## src/rtl/io_input_conditioner.sv

```systemverilog
// Synchronises and debounces 4 active-low keys and 10 switches onto io_input_bus.
// Optional IO_KEY_EDGE_EN adds a registered one-cycle key_press_pulse per debounced press.
module io_debounce_lane #(
    parameter int   SYNC_STAGES     = 2,
    parameter int   DEBOUNCE_CYCLES = 50000,
    parameter int   CNT_WIDTH       = 16,
    parameter logic RST_VAL         = 1'b0
) (
    input  logic clock,
    input  logic reset,
    input  logic raw,
    output logic stable
);
    localparam logic [CNT_WIDTH-1:0] CNT_MAX = CNT_WIDTH'(DEBOUNCE_CYCLES - 1);

    logic [SYNC_STAGES-1:0] sync_q;
    logic [CNT_WIDTH-1:0]   cnt;
    logic                   sync;

    assign sync = sync_q[SYNC_STAGES-1];

    // Any return to the stable level restarts the count, so glitches never accumulate.
    always_ff @(posedge clock or posedge reset) begin
        if (reset) begin
            sync_q <= {SYNC_STAGES{RST_VAL}};
            stable <= RST_VAL;
            cnt    <= '0;
        end else begin
            sync_q <= {sync_q[SYNC_STAGES-2:0], raw};
            if (sync == stable) begin
                cnt <= '0;
            end else if (cnt == CNT_MAX) begin
                stable <= sync;
                cnt    <= '0;
            end else begin
                cnt <= cnt + CNT_WIDTH'(1);
            end
        end
    end
endmodule

module io_input_conditioner #(
    parameter int SYNC_STAGES     = 2,
    parameter int DEBOUNCE_CYCLES = 50000,
    parameter int CNT_WIDTH       = 16
) (
    input  logic        clock,
    input  logic        reset,
    input  logic [3:0]  key_n_in,
    input  logic [9:0]  sw_in,
    output logic [13:0] io_input_bus,
    output logic [3:0]  key_press_pulse
);
    // Keys idle high (released), switches idle low.
    localparam logic [13:0] LANE_RST = {4'hF, 10'h000};

    logic [13:0] raw;
    logic [13:0] stable;

    assign raw = {key_n_in, sw_in};

    for (genvar i = 0; i < 14; i++) begin : g_lane
        io_debounce_lane #(
            .SYNC_STAGES    (SYNC_STAGES),
            .DEBOUNCE_CYCLES(DEBOUNCE_CYCLES),
            .CNT_WIDTH      (CNT_WIDTH),
            .RST_VAL        (LANE_RST[i])
        ) u_lane (
            .clock  (clock),
            .reset  (reset),
            .raw    (raw[i]),
            .stable (stable[i])
        );
    end

    assign io_input_bus = {~stable[13:10], stable[9:0]};

`ifdef IO_KEY_EDGE_EN
    logic [3:0] key_prev;

    always_ff @(posedge clock or posedge reset) begin
        if (reset) begin
            key_prev        <= 4'b0;
            key_press_pulse <= 4'b0;
        end else begin
            key_prev        <= io_input_bus[13:10];
            key_press_pulse <= io_input_bus[13:10] & ~key_prev;
        end
    end
`else
    assign key_press_pulse = 4'b0;
`endif
endmodule

```

## config.mk

```make
export PLATFORM = sky130hd
export DESIGN_NAME = io_input_conditioner
export DESIGN_NICKNAME = d
export VERILOG_FILES = /design/src/rtl/io_input_conditioner.sv
export SDC_FILE = /design/constraint.sdc
export NUM_CORES = 1
export LEC_CHECK = 0
export ABC_CLOCK_PERIOD_IN_PS = 25900
export CORE_MARGIN = 3
export CORE_UTILIZATION = 50
export CTS_BUF_LIST = sky130_fd_sc_hd__clkbuf_4
export CTS_CLUSTER_DIAMETER = 150
export DETAILED_ROUTE_END_ITERATION = 10
export PLACE_DENSITY = 0.67
export SLEW_MARGIN = 30
export SYNTH_ARGS = -nofsm -noshare
export SYNTH_HDL_FRONTEND = slang
export SYNTH_SLANG_ARGS = --single-unit
export TNS_END_PERCENT = 30
```

## constraint.sdc

```tcl
create_clock -name clock -period 25.9 [get_ports clock]
set_input_delay 7.77 -clock clock [delete_from_list [all_inputs] [get_ports clock]]
set_output_delay 7.77 -clock clock [all_outputs]
set_load 0.1 [all_outputs]
```

==> flow_metrics.tcl <==
set metrics [dict create \
    status "finished clean" \
    crit_family "buffers and inverters" \
    clk_pin_slew_ns 0.06 \
    via_per_inst 5.17 \
    worstPathArrival_ns 2.19 \
    drtPass1Iterations 4 \
    placed_area_um2 13200 \
    period_share 0.384 \
    postCtsSetupBuffers 0 \
    core_area_um2 24500 \
    r2r_end "g_lane[5].u_lane.cnt[0]" \
    final_nets 1313 \
    start_kind "register" \
    cts_resized 0 \
    slowest_stage "clkdlybuf4s50_1" \
    worstPathMaxFanout 3 \
    grt_max_degree 116 \
    path_buf_inv 2 \
    ys_seq_area_frac 0.528 \
    grt.overflow.total 0 \
    yosys-top-cells-area "dfrtp_1 50%, xnor2_1 12%, nor2_1 5.7%, nor4_1 3.0%, nand3_1 3.0%" \
    start_util 0.515 \
    io_pins 34 \
    synth-main-ff-cell "dfrtp_1" \
    critPathLaunch "g_lane[11].u_lane.stable" \
    die_h_um 165 \
    clock-sinks 266 \
    hp-class "register to register" \
    cts_buffers 71 \
    cap_violations 0 \
    port_buffers 29 \
    synth-async-reset-ratio 1.00 \
    setup.worst_path.end_class "output pin" \
    skew_ns 0.0340 \
    irDropWorstVdd_uv 43.9 \
    routabilityCongestion 0.790 \
    yosysMostFrequentCell "dfrtp_1" \
    relSlewSlack 0.345 \
    synth_edf_count 0 \
    grt_pass1_wl_um 38900 \
    avgSynthCellArea_um2 10.5 \
    endpoint "io_input_bus[11]" \
    drt_iter0_markers 446 \
    cts_tree "yes" \
    leakage_uw 0.00567 \
    antenna_found_initial 1 \
    instances_no_fill 1656 \
    die-area_um2 27200 \
    path_cells "inv_1 > clkdlybuf4s50_1" \
    fmax_mhz 100 \
    crit_required_ns 18.13 \
    reg2reg_from "g_lane[5].u_lane.cnt[0]" \
    rsz0062_at_grt "no" \
    grt_pass1_vias 8553 \
    n_fill_cell 2190 \
    yosysTopAreaCell "dfrtp_1" \
    synth_top_area_share 0.503 \
    critical_path_class "register to output pin" \
    ys.warnings.count 0 \
    htreeDepth 3 \
    grt.total_usage 0.170 \
    post-dp-hpwl_um 13600 \
    fin_crit_ns 9.96 \
    hold_buffers 0 \
    cts_max_path_buffers 3 \
    die_width_um 165 \
    setup_viol 0 \
    antenna_left 0 \
    power_density_nw_per_um2 59.6 \
    critical-path-max-stage-delay_ns 1.12 \
    final.setup.tns_ns 0 \
    drive_gt1_frac 0.164 \
    ys_ff_latch 266 \
    wl_per_cell_um 13.0 \
    drc 0 \
    vias 8569 \
    clk_latency_ns 0.65 \
    placed_cells 1534 \
    cts-root-buf "clkbuf_4" \
    finalWirelength_um 21500 \
    netlist_area_um2 12600 \
    reg2reg_depth 5 \
    rrSetupSlack_ns 23.77 \
    hold_violations 0 \
    tightestPinTransition_ns 0.979 \
    area_growth_pct 12.1 \
    fin_area_um2 14100 \
    netlist_instances 1199 \
    slew_viol_final 0 \
    synth_cell_types 38 \
    cp.depth 2 \
    num_rows 57 \
    yosys-top-cells-count "254 x dfrtp_1, 193 x nor2_1, 169 x xnor2_1" \
]
-- sequential cells by signal, summed over array words and instances (netlist names) --
register / count
g_lane.u_lane.stable: 14
g_lane.u_lane.cnt: 224
g_lane.u_lane.sync_q: 28
-- how the worst min path moves through the flow --
stage	from	to	slack, ns	cells after the start
after floorplan	g_lane[0].u_lane.sync_q[0]	g_lane[0].u_lane.sync_q[1]	0.33	0
after global placement	g_lane[3].u_lane.sync_q[0]	g_lane[3].u_lane.sync_q[1]	0.33	0
after detailed placement	g_lane[0].u_lane.sync_q[0]	g_lane[0].u_lane.sync_q[1]	0.34	0
after CTS	g_lane[4].u_lane.sync_q[0]	g_lane[4].u_lane.sync_q[1]	0.35	0
after global routing	g_lane[12].u_lane.sync_q[0]	g_lane[12].u_lane.sync_q[1]	0.36	0
final	g_lane[4].u_lane.sync_q[0]	g_lane[4].u_lane.sync_q[1]	0.34	0
-- per-stage QoR --
step / utilization / power [uW] / setup WS, ns / hold WS [ns]
2_1_floorplan: - / 461 / 10.82 / 0.331
3_3_place_gp: 0.536 / 469 / 15.98 / 0.333
3_5_place_dp: 0.538 / 470 / 15.96 / 0.339
4_1_cts: 0.576 / 863 / 15.85 / 0.346
5_1_grt: 0.577 / 888 / 15.85 / 0.358
6_report: 0.577 / 843 / 15.94 / 0.341
-- layer usage --
layer  vias to the layer above  wire, um  track usage
met5                         -         0            0
met2                       121      9650        0.262
li1                       4292         -            -
met1                      4109     10600        0.234
met4                         0       494       0.0671
met3                        47       734       0.0381
-- logic make-up (layout without fill, tap and decap cells) --
logic type	count (synthesis)	in the layout	synth area share
simple gates	609	609	0.254
xor+xnor	208	208	0.144
buf+inv	77	206	0.0310
mux	14	14	0.0125
compound gates	10	10	0.0152
other cells	1	5	0.000297
fa+ha+maj	14	14	0.0139
flops	266	266	0.528
-- power by group --
| group | internal, uW | switching (uW) |
|---|---|---|
| Clock | 213 | 168 |
| Combinational | 9.89 | 21.6 |
| Sequential | 424 | 6.67 |
| Total | 647 | 196 |
-- worst reg2reg max path, stage by stage (launching register included) --
cell,delay [ns]
dfrtp_1,0.41
ha_1,0.21
nand3_1,0.33
o41ai_4,0.80
buf_6,0.24
nor2_2,0.04
-- layout make-up --
type / instances / area, um^2 / share of cell area
sequential: 266 / 6670 / 0.472
multi-input combinational: 859 / 5570 / 0.394
clock buffer: 104 / 781 / 0.0552
tap: 324 / 405 / 0.0287
timing repair buffer: 37 / 377 / 0.0266
inverter: 48 / 188 / 0.0133
clock inverter: 17 / 151 / 0.0107
antenna: 1 / 2.50 / 0.000177
-- layout by cell type, fill, tap and decap left out, types with 39 or more instances in the layout --
cell      instances
nand4_1          56
nor2_2           60
nor2_1          193
nor4_1           61
clkbuf_4        104
nand3_1          76
nand2_1          50
inv_1            47
dfrtp_1         254
xor2_1           39
nor3_1           50
xnor2_1         169
(Power assumes the default switching activity.)
==> patch 1: new RTL, same flow settings <==
Register the input `sw_in` before use, without a reset. The logic sees it one clock later. The other inputs are not delayed to match.
--- a/src/rtl/io_input_conditioner.sv
+++ b/src/rtl/io_input_conditioner.sv
@@ -54,10 +54,16 @@
     // Keys idle high (released), switches idle low.
     localparam logic [13:0] LANE_RST = {4'hF, 10'h000};
 
+    logic [9:0] sw_q;
+
+    always_ff @(posedge clock) begin
+        sw_q <= sw_in;
+    end
+
     logic [13:0] raw;
     logic [13:0] stable;
 
-    assign raw = {key_n_in, sw_in};
+    assign raw = {key_n_in, sw_q};
 
     for (genvar i = 0; i < 14; i++) begin : g_lane
         io_debounce_lane #(
Check against the original RTL: no difference found for any inputs over 4 cycles, from zero or initial values and one cycle with reset high; that may be too few to reach the edited logic, so the function may still have changed.
==> patch 1 against the unedited design <==
  * Worst setup slack got worse by 0.019 ns
  * Critical path depth stayed put
  * Clock power fell by 6.3%
  * Sequential cell count is 10 higher
  * Clock skew increased by 0.0084 ns
  * Sequential share of layout area rose by 0.96 points
  * Sequential power up 4%
  * Largest power group unchanged
  * Total power is 0.95% lower
  * Worst hold slack worse by 0.020 ns
  * Synthesized cell count grew 0.83%
  * Synthesized area rose by 1.6%
  * Routed wire length rose by 0.59%
  * Cell area rose by 0.94%
  * Non-clock buffer count grew 1
==> patch 1: results <==
[outcome]
run_status = completed

[layout]
clock_tree_area_fraction_pct = 6.08
fillCellCount = 2123
largest_registers = g_lane.u_lane.cnt: 224 flops, g_lane.u_lane.sync_q: 28 flops, g_lane.u_lane.stable: 14 flops
nNonClkBuffers = 38
drive_above_1_share_pct = 16.5
proportion_of_cell_area_occupied_by_multi_input_gates_pct = 39.0
clkbuf_count = 109
final_net_count = 1325
area_share_nonclk_buffers_pct = 2.61
fraction_of_area_in_registers_pct = 48.1

[detailed_routing]
met1_wire_length_mm = 10.9
met3_wirelength_um = 741
dr_vias = 8588
drt_first_iter_violations = 379
detailroute.wirelength.met2_mm = 9.55
routedWlPerCell_um = 13.0
totalWireLength_mm = 21.6

[min_path]
whs_path_depth = 0
min_from = sw_q[6]
worst_hold_path.endpoint = g_lane[6].u_lane.sync_q[0]
worstHoldPathType = register to register

[clocking]
clock_sink_count = 276
total_cts_buffers = 72
clock_tree.root_cell = sky130_fd_sc_hd__clkbuf_4
cts_max_level = 3

[placement]
final_weighted_congestion_of_routability_driven_global_placement = 0.789
placed_cells = 1545
placed_cell_area_um2 = 13400
detailed_place_hpwl_mm = 13.7
placement.setup.worst_slack_ns = 15.90

[power]
ir_drop_v = 0.0000400
power-per-cell-area_nw_per_um2 = 58.5
comb_cell_power_uw = 31.4
cellLeakagePower_uw = 0.00575
sequentialPower_uw = 447

[yosys]
synth-adder-area-share_pct = 1.37
synth_seq_area_share_pct = 53.6
synth_compound_area_share_pct = 1.49
synth.lib_cells_used.distinct = 39
synth-xor-area-share_pct = 14.2
share_of_cell_area_taken_by_muxes_after_synthesis_pct = 1.23
synth-async-reset-ratio_pct = 96.4
yosys-top-cells-area = sky130_fd_sc_hd__dfrtp_1, sky130_fd_sc_hd__xnor2_1, sky130_fd_sc_hd__nor2_1
synthesis.area_per_instance_um2 = 10.6

[global_routing]
grt_max_degree = 129
gr-usage-all-layers_pct = 16.0
grt_pass1_wl_mm = 38.7
groute.layer.met3.usage_pct = 3.76
use_met2_pct = 24.3
use_met1_pct = 22.5

[sta]
final_worst_clock_skew_ns = 0.0424
fin_worst_hold_slack_ns = 0.321
timing_worst_slew_pin_value_ns = 0.981

[critical_path]
setup_slack_reg_to_reg_ns = 23.75
r2r_cells = 6
endpoint_of_the_lowest_slack_register_to_register_path = g_lane[12].u_lane.cnt[2]
critical_path_arrival_ns = 2.21
rr_startpoint = g_lane[12].u_lane.cnt[0]

[die]
core_area_um2 = 24700
==> patch 1: cell types whose count changed after synthesis, sizes merged <==
| cell | change |
|---|---|
| dfxtp | +10 |
==> patch 1: worst max path at each step <==
stage / start / end / slack (ns) / cells past startpoint
6_report: g_lane[13].u_lane.stable / io_input_bus[13] / 15.92 / 2
5_1_grt: g_lane[13].u_lane.stable / io_input_bus[13] / 15.82 / 2
4_1_cts: g_lane[13].u_lane.stable / io_input_bus[13] / 15.83 / 2
3_5_place_dp: reset / g_lane[10].u_lane.cnt[1] / 15.90 / 3
3_3_place_gp: reset / g_lane[10].u_lane.cnt[1] / 15.93 / 3
2_1_floorplan: reset / g_lane[0].u_lane.cnt[0] / 10.82 / 1
==> patch 1: critical path, cell delays in order (launching register included) <==
cell                              delay (ns)
sky130_fd_sc_hd__dfstp_2                0.37
sky130_fd_sc_hd__inv_1                  0.05
sky130_fd_sc_hd__clkdlybuf4s50_1        1.13
==> patch 2: new RTL, same flow settings <==
Without the edit above. The option `IO_KEY_EDGE_EN` is turned on by a define.
--- a/src/rtl/io_input_conditioner.sv
+++ b/src/rtl/io_input_conditioner.sv
@@ -1,5 +1,7 @@
 // Synchronises and debounces 4 active-low keys and 10 switches onto io_input_bus.
 // Optional IO_KEY_EDGE_EN adds a registered one-cycle key_press_pulse per debounced press.
+`define IO_KEY_EDGE_EN
+
 module io_debounce_lane #(
     parameter int   SYNC_STAGES     = 2,
     parameter int   DEBOUNCE_CYCLES = 50000,
Formal check against the unedited RTL: same outputs for any inputs over 4 cycles, from zero or initial values and one cycle with reset high; that may be too few to reach the edited logic, so the function may still have changed.
==> patch 2 against the unedited design <==
  * Cell area shrank 0.31%
  * Register-to-register slack improved by 0.06 ns
  * Synthesized cell count up 0.58%
  * Largest cell class unchanged
  * Total power up 0.63%
  * Sequential cell count grew 8
  * Critical endpoint unchanged
  * Count of clock-buffer cells in the layout increased by 4
  * Routed wire length increased by 0.28%
  * Worst setup slack worse by 0.061 ns
  * Synthesized area fell by 0.52%
  * Highest routed layer unchanged
==> patch 2: results <==
[outcome]
run_status = completed

[layout]
clkbuf_count = 108
area_share_nonclk_buffers_pct = 2.50
multiInputCombCellCount = 860
fraction_of_area_in_registers_pct = 48.7
final_net_count = 1322
nNonClkBuffers = 35
fillCellCount = 2216
stdcell_count = 1665
multiInputGateArea_um2 = 5360
finalCoreUtilization_pct = 57.5
clock_tree_area_fraction_pct = 6.56
drive_above_1_share_pct = 11.6

[detailed_routing]
detailroute.wirelength.met2_mm = 9.97
met3_wirelength_um = 784
totalWireLength_mm = 21.6
met1_wire_length_mm = 10.4
detail_route.vias_per_cell = 5.17
drt_first_iter_violations = 427

[min_path]
worstHoldPathType = register to register
worst_hold_path.endpoint = g_lane[1].u_lane.sync_q[1]
min_from = g_lane[1].u_lane.sync_q[0]

[sta]
fin_worst_hold_slack_ns = 0.347
timing.max_slew.rel_slack_pct = 34.9
setup_ws_ns = 15.88

[placement]
detailed_place_hpwl_mm = 13.5
placed_cell_area_um2 = 13200
placed_cells = 1541
final_weighted_congestion_of_routability_driven_global_placement = 0.829
placement.setup.worst_slack_ns = 15.99
port_buffers = 33

[clocking]
total_cts_buffers = 73
clock_insertion_delay_at_the_later_pin_of_the_skew_report_ns = 0.67
postCtsSetupRepairBufs = 0
ctsResizeCount = 0

[critical_path]
setup_slack_reg_to_reg_ns = 23.83
worstPathMaxFanout = 4
r2r_cells = 4
endpoint_of_the_lowest_slack_register_to_register_path = g_lane[12].u_lane.cnt[10]
rr_startpoint = g_lane[12].u_lane.cnt[12]

[yosys]
ys_ff_latch = 274
synth_common_cells = sky130_fd_sc_hd__dfrtp_1, sky130_fd_sc_hd__nor2_1, sky130_fd_sc_hd__xnor2_1
yosys-top-cells-area = sky130_fd_sc_hd__dfrtp_1, sky130_fd_sc_hd__xnor2_1, sky130_fd_sc_hd__nor2_1
synthesis.area_per_instance_um2 = 10.4
synth_seq_area_share_pct = 54.7
synth.lib_cells_used.distinct = 35

[power]
cellLeakagePower_uw = 0.00576
ir_drop_v = 0.0000445

[global_routing]
grt_pass1_wl_mm = 38.7
use_met2_pct = 26.5
use_met1_pct = 22.9
grt_max_degree = 113
groute.layer.met3.usage_pct = 4.56
gr-usage-all-layers_pct = 17.0
vias_in_the_first_global_route = 8631
==> patch 2: cell count changes after synthesis, sizes merged, moves of 2 or more <==
cell    unedited run  this run
a21oi              2         4
buf               24        16
clkbuf             5         8
dfrtp            254       262
nand2             50        54
nand4             56        54
nor2             253       255
or3                5         7
xnor2            169       167
==> patch 2: cell families (layout without fill, tap and decap cells) <==
group                      count (synthesis)  count (layout)  synth area share [%]
DFF                                      274             274                  54.7
and+or+nand+nor                          613             613                  24.0
AOI/OAI and AO/OA                         13              13                  1.64
other                                      0               1                     0
buffers and inverters                     72             206                  2.61
muxes                                     14              14                  1.26
adders and majority gates                 14              14                  1.39
xor gates and xnor gates                 206             206                  14.4
==> patch 2: report_power, final <==
part / switching (µW) / leakage [µW] / internal [µW] / total [µW]
sequential: 6.36 / 0.00368 / 436 / 442
combinational: 18.0 / 0.00152 / 8.66 / 26.6
clock: 170 / 0.000554 / 210 / 379
